## src/rtl/alu_op_sequencer.sv

```systemverilog
// alu_op_sequencer
//   Control stage in front of the Argon ALU. It takes one command {op, A, B},
//   loads it into the ALU over the shared bus in the order the ALU requires
//   (op, A, optional B, optional flags), pulses outputY and then outputF to
//   read back the result and the flags, and returns both on a valid/ready
//   response channel.
//
//   Optional build macro: ARGON_SEQ_FLAGS_PRELOAD_EN
//     Defined  : adds i_cmd_load_f / i_cmd_flags. A command with load_f set
//                loads the flags word (S_LD_F) after its last operand and
//                before S_EXEC, so ADC/SBC can use a chosen carry-in.
//     Undefined: no preload ports; o_latchF is always 0.
//
// Ports
//   i_Clk, i_Reset                 clock, synchronous active-high reset
//   i_cmd_valid / o_cmd_ready      command handshake (ready only in S_IDLE)
//   i_cmd_op, i_cmd_a, i_cmd_b     opcode and operands
//   i_cmd_skip_b                   1 = leave the ALU's B register untouched
//   o_bus_data, o_bus_valid        word to the ALU bus_if
//   i_bus_data, i_bus_valid        word from the ALU bus_if
//   o_latchOp/A/B/F                ALU latch strobes
//   o_outputY, o_outputF           ALU output-select strobes
//   o_rsp_valid / i_rsp_ready      response handshake
//   o_rsp_result, o_rsp_flags      captured Y and flags words
//   o_op_count                     completed commands, wraps at 16 bits
module alu_op_sequencer #(
  parameter int WORDSIZE = 16,
  parameter int OPW      = 4
) (
  input  logic                i_Clk,
  input  logic                i_Reset,
  input  logic                i_cmd_valid,
  output logic                o_cmd_ready,
  input  logic [OPW-1:0]      i_cmd_op,
  input  logic [WORDSIZE-1:0] i_cmd_a,
  input  logic [WORDSIZE-1:0] i_cmd_b,
  input  logic                i_cmd_skip_b,
`ifdef ARGON_SEQ_FLAGS_PRELOAD_EN
  input  logic                i_cmd_load_f,
  input  logic [WORDSIZE-1:0] i_cmd_flags,
`endif
  output logic [WORDSIZE-1:0] o_bus_data,
  output logic                o_bus_valid,
  input  logic [WORDSIZE-1:0] i_bus_data,
  input  logic                i_bus_valid,
  output logic                o_latchOp,
  output logic                o_latchA,
  output logic                o_latchB,
  output logic                o_latchF,
  output logic                o_outputY,
  output logic                o_outputF,
  output logic                o_rsp_valid,
  input  logic                i_rsp_ready,
  output logic [WORDSIZE-1:0] o_rsp_result,
  output logic [WORDSIZE-1:0] o_rsp_flags,
  output logic [15:0]         o_op_count
);

  typedef enum logic [2:0] {
    S_IDLE  = 3'd0,
    S_LD_OP = 3'd1,
    S_LD_A  = 3'd2,
    S_LD_B  = 3'd3,
    S_LD_F  = 3'd4,
    S_EXEC  = 3'd5,
    S_RD_F  = 3'd6,
    S_RSP   = 3'd7
  } state_t;

  state_t              r_state;
  state_t              w_state_next;
  state_t              w_post_load;

  logic [OPW-1:0]      r_op;
  logic [WORDSIZE-1:0] r_a;
  logic [WORDSIZE-1:0] r_b;
  logic                r_skip_b;
  logic [WORDSIZE-1:0] r_rsp_result;
  logic [WORDSIZE-1:0] r_rsp_flags;
  logic [15:0]         r_op_count;

  logic                w_accept;
  logic                w_rsp_fire;

`ifdef ARGON_SEQ_FLAGS_PRELOAD_EN
  logic                r_load_f;
  logic [WORDSIZE-1:0] r_flags_in;

  // State that follows the last operand load.
  assign w_post_load = r_load_f ? S_LD_F : S_EXEC;
`else
  assign w_post_load = S_EXEC;
`endif

  assign w_accept     = o_cmd_ready & i_cmd_valid;
  assign w_rsp_fire   = o_rsp_valid & i_rsp_ready;
  assign o_rsp_result = r_rsp_result;
  assign o_rsp_flags  = r_rsp_flags;
  assign o_op_count   = r_op_count;

  // Control state, captured response words and completion counter
  always_ff @(posedge i_Clk) begin
    if (i_Reset) begin
      r_state      <= S_IDLE;
      r_rsp_result <= '0;
      r_rsp_flags  <= '0;
      r_op_count   <= '0;
    end else begin
      r_state <= w_state_next;
      // A missing bus_valid is a protocol error: the old capture is kept.
      if (r_state == S_EXEC && i_bus_valid) r_rsp_result <= i_bus_data;
      if (r_state == S_RD_F && i_bus_valid) r_rsp_flags  <= i_bus_data;
      if (w_rsp_fire) r_op_count <= r_op_count + 16'd1;
    end
  end

  // Command fields, held for the whole sequence
  always_ff @(posedge i_Clk) begin
    if (w_accept) begin
      r_op     <= i_cmd_op;
      r_a      <= i_cmd_a;
      r_b      <= i_cmd_b;
      r_skip_b <= i_cmd_skip_b;
`ifdef ARGON_SEQ_FLAGS_PRELOAD_EN
      r_load_f   <= i_cmd_load_f;
      r_flags_in <= i_cmd_flags;
`endif
    end
  end

  // Next state and state-decoded outputs: each strobe is high exactly for
  // the cycle its state is current, so at most one is ever active.
  always_comb begin
    w_state_next = r_state;
    o_cmd_ready  = 1'b0;
    o_bus_valid  = 1'b0;
    o_bus_data   = '0;
    o_latchOp    = 1'b0;
    o_latchA     = 1'b0;
    o_latchB     = 1'b0;
    o_latchF     = 1'b0;
    o_outputY    = 1'b0;
    o_outputF    = 1'b0;
    o_rsp_valid  = 1'b0;
    case (r_state)
      S_IDLE: begin
        o_cmd_ready = 1'b1;
        if (i_cmd_valid) w_state_next = S_LD_OP;
      end
      S_LD_OP: begin
        o_bus_valid  = 1'b1;
        o_latchOp    = 1'b1;
        o_bus_data   = WORDSIZE'(r_op);
        w_state_next = S_LD_A;
      end
      S_LD_A: begin
        o_bus_valid  = 1'b1;
        o_latchA     = 1'b1;
        o_bus_data   = r_a;
        w_state_next = r_skip_b ? w_post_load : S_LD_B;
      end
      S_LD_B: begin
        o_bus_valid  = 1'b1;
        o_latchB     = 1'b1;
        o_bus_data   = r_b;
        w_state_next = w_post_load;
      end
`ifdef ARGON_SEQ_FLAGS_PRELOAD_EN
      S_LD_F: begin
        o_bus_valid  = 1'b1;
        o_latchF     = 1'b1;
        o_bus_data   = r_flags_in;
        w_state_next = S_EXEC;
      end
`endif
      S_EXEC: begin
        o_outputY    = 1'b1;
        w_state_next = S_RD_F;
      end
      S_RD_F: begin
        o_outputF    = 1'b1;
        w_state_next = S_RSP;
      end
      S_RSP: begin
        o_rsp_valid = 1'b1;
        if (i_rsp_ready) w_state_next = S_IDLE;
      end
      default: w_state_next = S_IDLE;
    endcase
  end

endmodule

```

## config.mk

```make
export PLATFORM = sky130hd
export DESIGN_NAME = alu_op_sequencer
export DESIGN_NICKNAME = d
export VERILOG_FILES = /design/src/rtl/alu_op_sequencer.sv
export SDC_FILE = /design/constraint.sdc
export NUM_CORES = 1
export LEC_CHECK = 0
export CAP_MARGIN = 20
export CELL_PAD_IN_SITES_DETAIL_PLACEMENT = 1
export CELL_PAD_IN_SITES_GLOBAL_PLACEMENT = 2
export CORE_MARGIN = 5
export CORE_UTILIZATION = 26
export CTS_BUF_LIST = sky130_fd_sc_hd__clkbuf_16
export CTS_CLUSTER_DIAMETER = 50
export DETAILED_ROUTE_END_ITERATION = 7
export PLACE_DENSITY = 0.88
export SLEW_MARGIN = 20
export SYNTH_ARGS = -nofsm -noshare
export SYNTH_HDL_FRONTEND = slang
export SYNTH_SLANG_ARGS = --single-unit
```

## constraint.sdc

```tcl
create_clock -name i_Clk -period 2.6 [get_ports i_Clk]
set_input_delay 0.26 -clock i_Clk [delete_from_list [all_inputs] [get_ports i_Clk]]
set_output_delay 0.26 -clock i_Clk [all_outputs]
set_load 0.01 [all_outputs]
```

==> run_results.csv, run 1 <==
group,metric,value,unit
status,status,"finished clean",
power,power,3.29,mW
timing,timing.hold.ws,0.454,ns
clocking,path_clk_slew,0.06,ns
detailed_routing,wl,10100,um
clocking,htreeDepth,3,
flow_run,cap_violations,0,
floorplan,std_cell_rows,42,
floorplan,pin_count,131,
timing,setup_ws,0.167,ns
clocking,cts.repair.resized,0,
global_routing,grt_util_all_layers,0.131,
detailed_routing,via_per_inst,4.60,
logic_synthesis,syn-cell-area,0.00344,mm^2
placed_design,portBuffers,129,
power,ir_drop,0.327,mV
floorplan,die_h,125,um
logic_synthesis,yosysWarnings,0,
global_routing,use_met3,0.0648,
logic_synthesis,synth_area_leaders,"edfxtp_1 32%, dfxtp_1 30%, nand2_1 8.1%",
finish,diodes,0,
clocking,clock_sinks,88,
logic_synthesis,synth_commonest_cells,"74 x nand2_1, 51 x dfxtp_1, 43 x a21oi_1",
detailed_routing,drtIter0Drc,143,
global_routing,grt_pass1_vias,3063,
global_routing,gr-max-usage-layer,"met2",
placed_design,place.gp.congestion,0.742,
timing,slew-limit-headroom,0.346,
global_routing,grtUsageMet1,0.151,
power,leakagePower,1.75,nW
timing,worst_pin_slew,0.981,ns
power,p_per_area,632,mW/mm^2
logic_synthesis,synth_edf_count,37,
detailed_routing,antenna_left,0,
timing,layout_min_cycle_time,2.43,ns
logic_synthesis,synthCells,328,
setup_path,crit_fanout,13,
placed_design,dp_worst_setup_slack,0.538,ns
timing,post-route-period-util,0.936,
global_routing,grt_pass1_wl,16200,um
global_routing,antenna_found_initial,0,
timing,finalMaxSlewViolations,0,
floorplan,dieArea,0.0156,mm^2
logic_synthesis,synth.net_count,387,
min_path,min_path_type,"reg2reg",
timing,finalSetupViolations,0,
logic_synthesis,syn_avg_cell_area,10.5,um^2
finish,synthToLayoutAreaGrowth,51.0,%
finish,drive_above_1_share,0.0590,
timing,setup_tns,0,ns
logic_synthesis,yosysMostFrequentCell,"nand2_1",
logic_synthesis,synth_top_area_cell,"edfxtp_1",
floorplan,core-area,0.0131,mm^2
logic_synthesis,ys_ff_latch,88,
global_routing,overflow,0,
clocking,cts-root-buf,"clkbuf_16",
timing,fmax,411,MHz
finish,fin_cells,634,
logic_synthesis,ys_async_sr_fraction,0,
detailed_routing,via_count,2919,
timing,rsz0062_at_grt,"false",
global_routing,grt_max_degree,52,
logic_synthesis,yosysSeqAreaShare,0.620,
floorplan,chipWidth,125,um
timing,fin_worst_skew,0.00441,ns
logic_synthesis,yosysUniqueCellTypes,42,
setup_path,start_kind,"flop",
finish,finalNetCount,512,
setup_path,crit_path_end_kind,"primary output",
detailed_routing,wl_per_cell,15.9,um
clocking,cts_buffer_depth,2,
clocking,cts_inserted_buffers,9,
floorplan,start_util,0.263,
setup_path,cp.arrival,2.17,ns
logic_synthesis,synthFlopType,"dfxtp_1",
placed_design,dp_hpwl,7430,um
detailed_routing,drcViolationCount,0,
timing,finalHoldViolCount,0,
clocking,holdBufCountCts,0,
global_routing,grt.met2_usage,0.203,
setup_path,crit_type,"reg2out",
logic_synthesis,netlist.area_leader.share,0.323,
detailed_routing,drt_pre_antenna_iters,4,
clocking,cts_tree,"built",
clocking,clock_latency,0.34,ns
placed_design,place_inst,618,
setup_path,cp.required,2.34,ns
clocking,postCtsSetupBuffers,0,
[registers in the layout, indices dropped and copies added (netlist names)]
name and flops:
o_op_count 16, r_op 4, r_b 16, r_a 16, r_state 3, r_skip_b 1, o_rsp_flags 16, o_rsp_result 16
[area by class of cell]
| type | instances | area, um^2 |
|---|---|---|
| inverters | 2 | 7.51 |
| fillers | 1462 | 7890 |
| multi-input cells | 216 | 1180 |
| repair buffers | 136 | 1350 |
| flip-flops and latches | 88 | 2130 |
| clock inverters | 6 | 57.6 |
| well taps | 176 | 220 |
| clock buffers | 10 | 250 |
[path summary, 6_finish.rpt]
check | start | end | slack, ns | depth (start not counted)
setup / recovery | r_state[1] | o_bus_data[15] | 0.17 | 5
hold / removal | o_rsp_flags[11] | o_rsp_flags[11] | 0.45 | 2
setup reg to reg | r_state[2] | o_rsp_result[11] | 0.62 | 5
hold reg to reg | o_rsp_flags[11] | o_rsp_flags[11] | 0.45 | 2
[per-stage QoR]
| stage | utilization | instance area [um^2] |
|---|---|---|
| detailed placement | 0.373 | 4890 |
| global route | 0.397 | 5190 |
| finish | 0.397 | 5190 |
| global placement | 0.373 | 4890 |
| CTS | 0.397 | 5190 |
| floorplan | - | 3440 |
[cells by family (layout without fill, tap and decap cells)]
| family | after synthesis | count (layout) | share of synthesized area |
|---|---|---|---|
| compound gates | 64 | 64 | 0.111 |
| xor+xnor | 10 | 10 | 0.0255 |
| fa+ha+maj | 1 | 1 | 0.00364 |
| buf+inv | 24 | 154 | 0.0382 |
| flops | 88 | 88 | 0.620 |
| mux | 4 | 4 | 0.0116 |
| other cells | 1 | 1 | 0.00109 |
| simple gates | 136 | 136 | 0.190 |
[metal layers]
| metal | share of wire | up-vias |
|---|---|---|
| met3 | 0.10 | 16 |
| met2 | 0.45 | 123 |
| met5 | 0 | - |
| li1 | - | 1395 |
| met4 | 0.024 | 0 |
| met1 | 0.42 | 1385 |
[power breakdown]
part | internal (mW) | switching [mW]
clock | 0.794 | 0.530
combinational | 0.221 | 0.190
sequential | 1.52 | 0.0308
total | 2.53 | 0.751
[worst max-delay path, stage by stage (launching register included)]
cell and delay, ns:
dfxtp_1 0.45, and2b_2 0.28, nor2b_1 0.19, buf_4 0.21, a22o_1 0.16, clkdlybuf4s50_1 0.54
[layout by cell type (no fill, tap or decap), types with 4 or more instances in the layout]
| cell | count |
|---|---|
| clkdlybuf4s50_1 | 128 |
| nand2_1 | 74 |
| dfxtp_1 | 51 |
| a21oi_1 | 43 |
| edfxtp_1 | 37 |
| nor2_1 | 23 |
| a22o_1 | 12 |
| clkbuf_16 | 10 |
| xor2_1 | 7 |
| buf_4 | 6 |
| nand4_1 | 5 |
| mux2i_1 | 4 |
| and3_1 | 4 |
| nand3_1 | 4 |
| o21ai_0 | 4 |
| or3_1 | 4 |
No activity file was read; power rests on OpenSTA's default activity.
==> run 2: changes to the inputs <==
--- a/config.mk
+++ b/config.mk
@@ -9,11 +9,11 @@
 export CELL_PAD_IN_SITES_DETAIL_PLACEMENT = 1
 export CELL_PAD_IN_SITES_GLOBAL_PLACEMENT = 2
 export CORE_MARGIN = 5
-export CORE_UTILIZATION = 26
+export CORE_UTILIZATION = 28
 export CTS_BUF_LIST = sky130_fd_sc_hd__clkbuf_16
 export CTS_CLUSTER_DIAMETER = 50
 export DETAILED_ROUTE_END_ITERATION = 7
-export PLACE_DENSITY = 0.88
+export PLACE_DENSITY = 0.93
 export SLEW_MARGIN = 20
 export SYNTH_ARGS = -nofsm -noshare
 export SYNTH_HDL_FRONTEND = slang
==> constraint.sdc (replaced) <==
create_clock -name i_Clk -period 3.05 [get_ports i_Clk]
set_input_delay 0.305 -clock i_Clk [delete_from_list [all_inputs] [get_ports i_Clk]]
set_output_delay 0.305 -clock i_Clk [all_outputs]
set_load 0.01 [all_outputs]
==> run 2 against run 1 <==
Net effect: clock power decreased by 15%; register-to-register slack improved by 0.57 ns; critical endpoint is now o_bus_data[8]; total power decreased by 15%; die area decreased by 6.6%; sequential cell count unchanged; hold slack improved by 0.0055 ns; global-route usage increased by 0.51 points; critical path depth decreased by 1; routed wire length decreased by 3.7%; final cell count decreased by 5.0%; first-iteration DRC count increased by 5.6%; sequential power decreased by 15%.
==> run_results.csv, run 2 (synthesis results as in run 1) <==
group,metric,value,unit
flow_run,cap_violations,0,
detailed_routing,wl,9710,um
clocking,cts_tree,"built",
setup_path,crit_fanout,13,
setup_path,cp_cell_sequence,"and2b_2, nor2b_2, a22o_1, clkdlybuf4s50_1",
floorplan,start_util,0.286,
setup_path,crit_slowest_cell,"clkdlybuf4s50_1",
finish,drive_above_1_share,0.0615,
setup_path,max_stage_delay,0.55,ns
clocking,path_clk_slew,0.07,ns
finish,finalNetCount,509,
timing,finalSetupViolations,0,
placed_design,dp_hpwl,7140,um
timing,finalHoldViolCount,0,
finish,fin_cells,602,
clocking,cts-root-buf,"clkbuf_16",
detailed_routing,wl_per_cell,16.1,um
timing,worst_pin_slew,0.943,ns
finish,fin_area,0.00512,mm^2
detailed_routing,antenna_left,0,
clocking,cts_buffer_depth,2,
floorplan,dieArea,0.0146,mm^2
clocking,clock_sinks,88,
min_path,min_path_type,"reg2reg",
global_routing,grtUsageMet1,0.155,
power,p_per_area,542,mW/mm^2
detailed_routing,drt_pre_antenna_iters,4,
setup_path,critical_path_buf_inv_count,1,
global_routing,antenna_found_initial,0,
timing,finalMaxSlewViolations,0,
finish,layout_commonest_cell,"clkdlybuf4s50_1",
setup_path,cp.required,2.74,ns
timing,post-route-period-util,0.905,
global_routing,grt_pass1_wl,15500,um
timing,slew-limit-headroom,0.372,
power,leakagePower,1.72,nW
placed_design,dp_worst_setup_slack,0.334,ns
placed_design,dpl-instance-area,0.00482,mm^2
timing,rsz0062_at_grt,"false",
floorplan,std_cell_rows,40,
detailed_routing,drtIter0Drc,151,
timing,fmax,362,MHz
clocking,clock_latency,0.34,ns
global_routing,grt.met2_usage,0.221,
setup_path,crit_type,"reg2out",
timing,layout_min_cycle_time,2.76,ns
clocking,htreeDepth,3,
setup_path,start_kind,"flop",
global_routing,gr-max-usage-layer,"met2",
global_routing,grt_util_all_layers,0.136,
global_routing,use_met3,0.0641,
global_routing,grt_pass1_vias,3029,
setup_path,crit_path_end_kind,"primary output",
power,ir_drop,0.277,mV
setup_path,cp.arrival,2.46,ns
floorplan,pin_count,131,
finish,diodes,0,
timing,setup_tns,0,ns
finish,layout_common_cells,"128 x clkdlybuf4s50_1, 74 x nand2_1, 51 x dfxtp_1",
clocking,cts_inserted_buffers,9,
finish,fin_util,0.426,
global_routing,grt_max_degree,52,
global_routing,overflow,0,
finish,synthToLayoutAreaGrowth,48.9,%
floorplan,core-area,0.0120,mm^2
status,status,"finished clean",
detailed_routing,via_count,2836,
placed_design,place_inst,586,
placed_design,portBuffers,129,
detailed_routing,drcViolationCount,0,
placed_design,place.gp.congestion,0.754,
floorplan,die_h,121,um
floorplan,chipWidth,121,um
timing,fin_worst_skew,0.00648,ns
timing,setup_ws,0.288,ns
detailed_routing,via_per_inst,4.71,
setup_path,crit_family,"simple AND/OR/NAND/NOR gates",
## run 2: cell type report
cell class / count / area (um^2)
fillers: 1348 / 6890
flip-flops and latches: 88 / 2130
repair buffers: 133 / 1320
multi-input cells: 216 / 1180
clock buffers: 9 / 225
well taps: 147 / 184
clock inverters: 7 / 77.6
inverters: 2 / 7.51
## run 2: worst reg2reg max path, stage by stage, from the launching register on
cell and delay, ns:
dfxtp_1 0.56, and4_1 0.53, nand3_4 0.15, or4_1 0.41, a21oi_1 0.14
## run 2: path summary, 6_finish.rpt
path / slack, ns / end / cells after the start / startpoint
setup reg to reg: 1.19 / o_op_count[15] / 4 / r_state[0]
setup / recovery: 0.29 / o_bus_data[8] / 4 / r_state[0]
hold / removal: 0.46 / o_rsp_flags[11] / 2 / o_rsp_flags[11]
hold reg to reg: 0.46 / o_rsp_flags[11] / 2 / o_rsp_flags[11]
## run 2: metrics by stage
stage | power (mW) | hold WS (ns)
detailed placement | 1.68 | 0.450
global route | 2.91 | 0.478
finish | 2.78 | 0.459
floorplan | 1.49 | 0.404
CTS | 2.82 | 0.461
global placement | 1.67 | 0.443
## run 2: power breakdown
group / internal [mW] / switching [mW]
registers: 1.29 / 0.0238
clock network: 0.643 / 0.478
logic: 0.179 / 0.158
total: 2.12 / 0.660
## run 2: repair_timing
| item | 4_1_cts | 5_1_grt |
|---|---|---|
| setup endpoints to repair | 12 | 0 |
| setup buffers | 0 | 0 |
| hold buffers | 0 | 0 |
| gates resized for setup | 1 | 0 |
## run 2: per-layer routing
| metal | share of wire | wire, um |
|---|---|---|
| met1 | 0.43 | 4140 |
| met2 | 0.47 | 4530 |
| met3 | 0.096 | 931 |
| met4 | 0.011 | 102 |
| met5 | 0 | 0 |
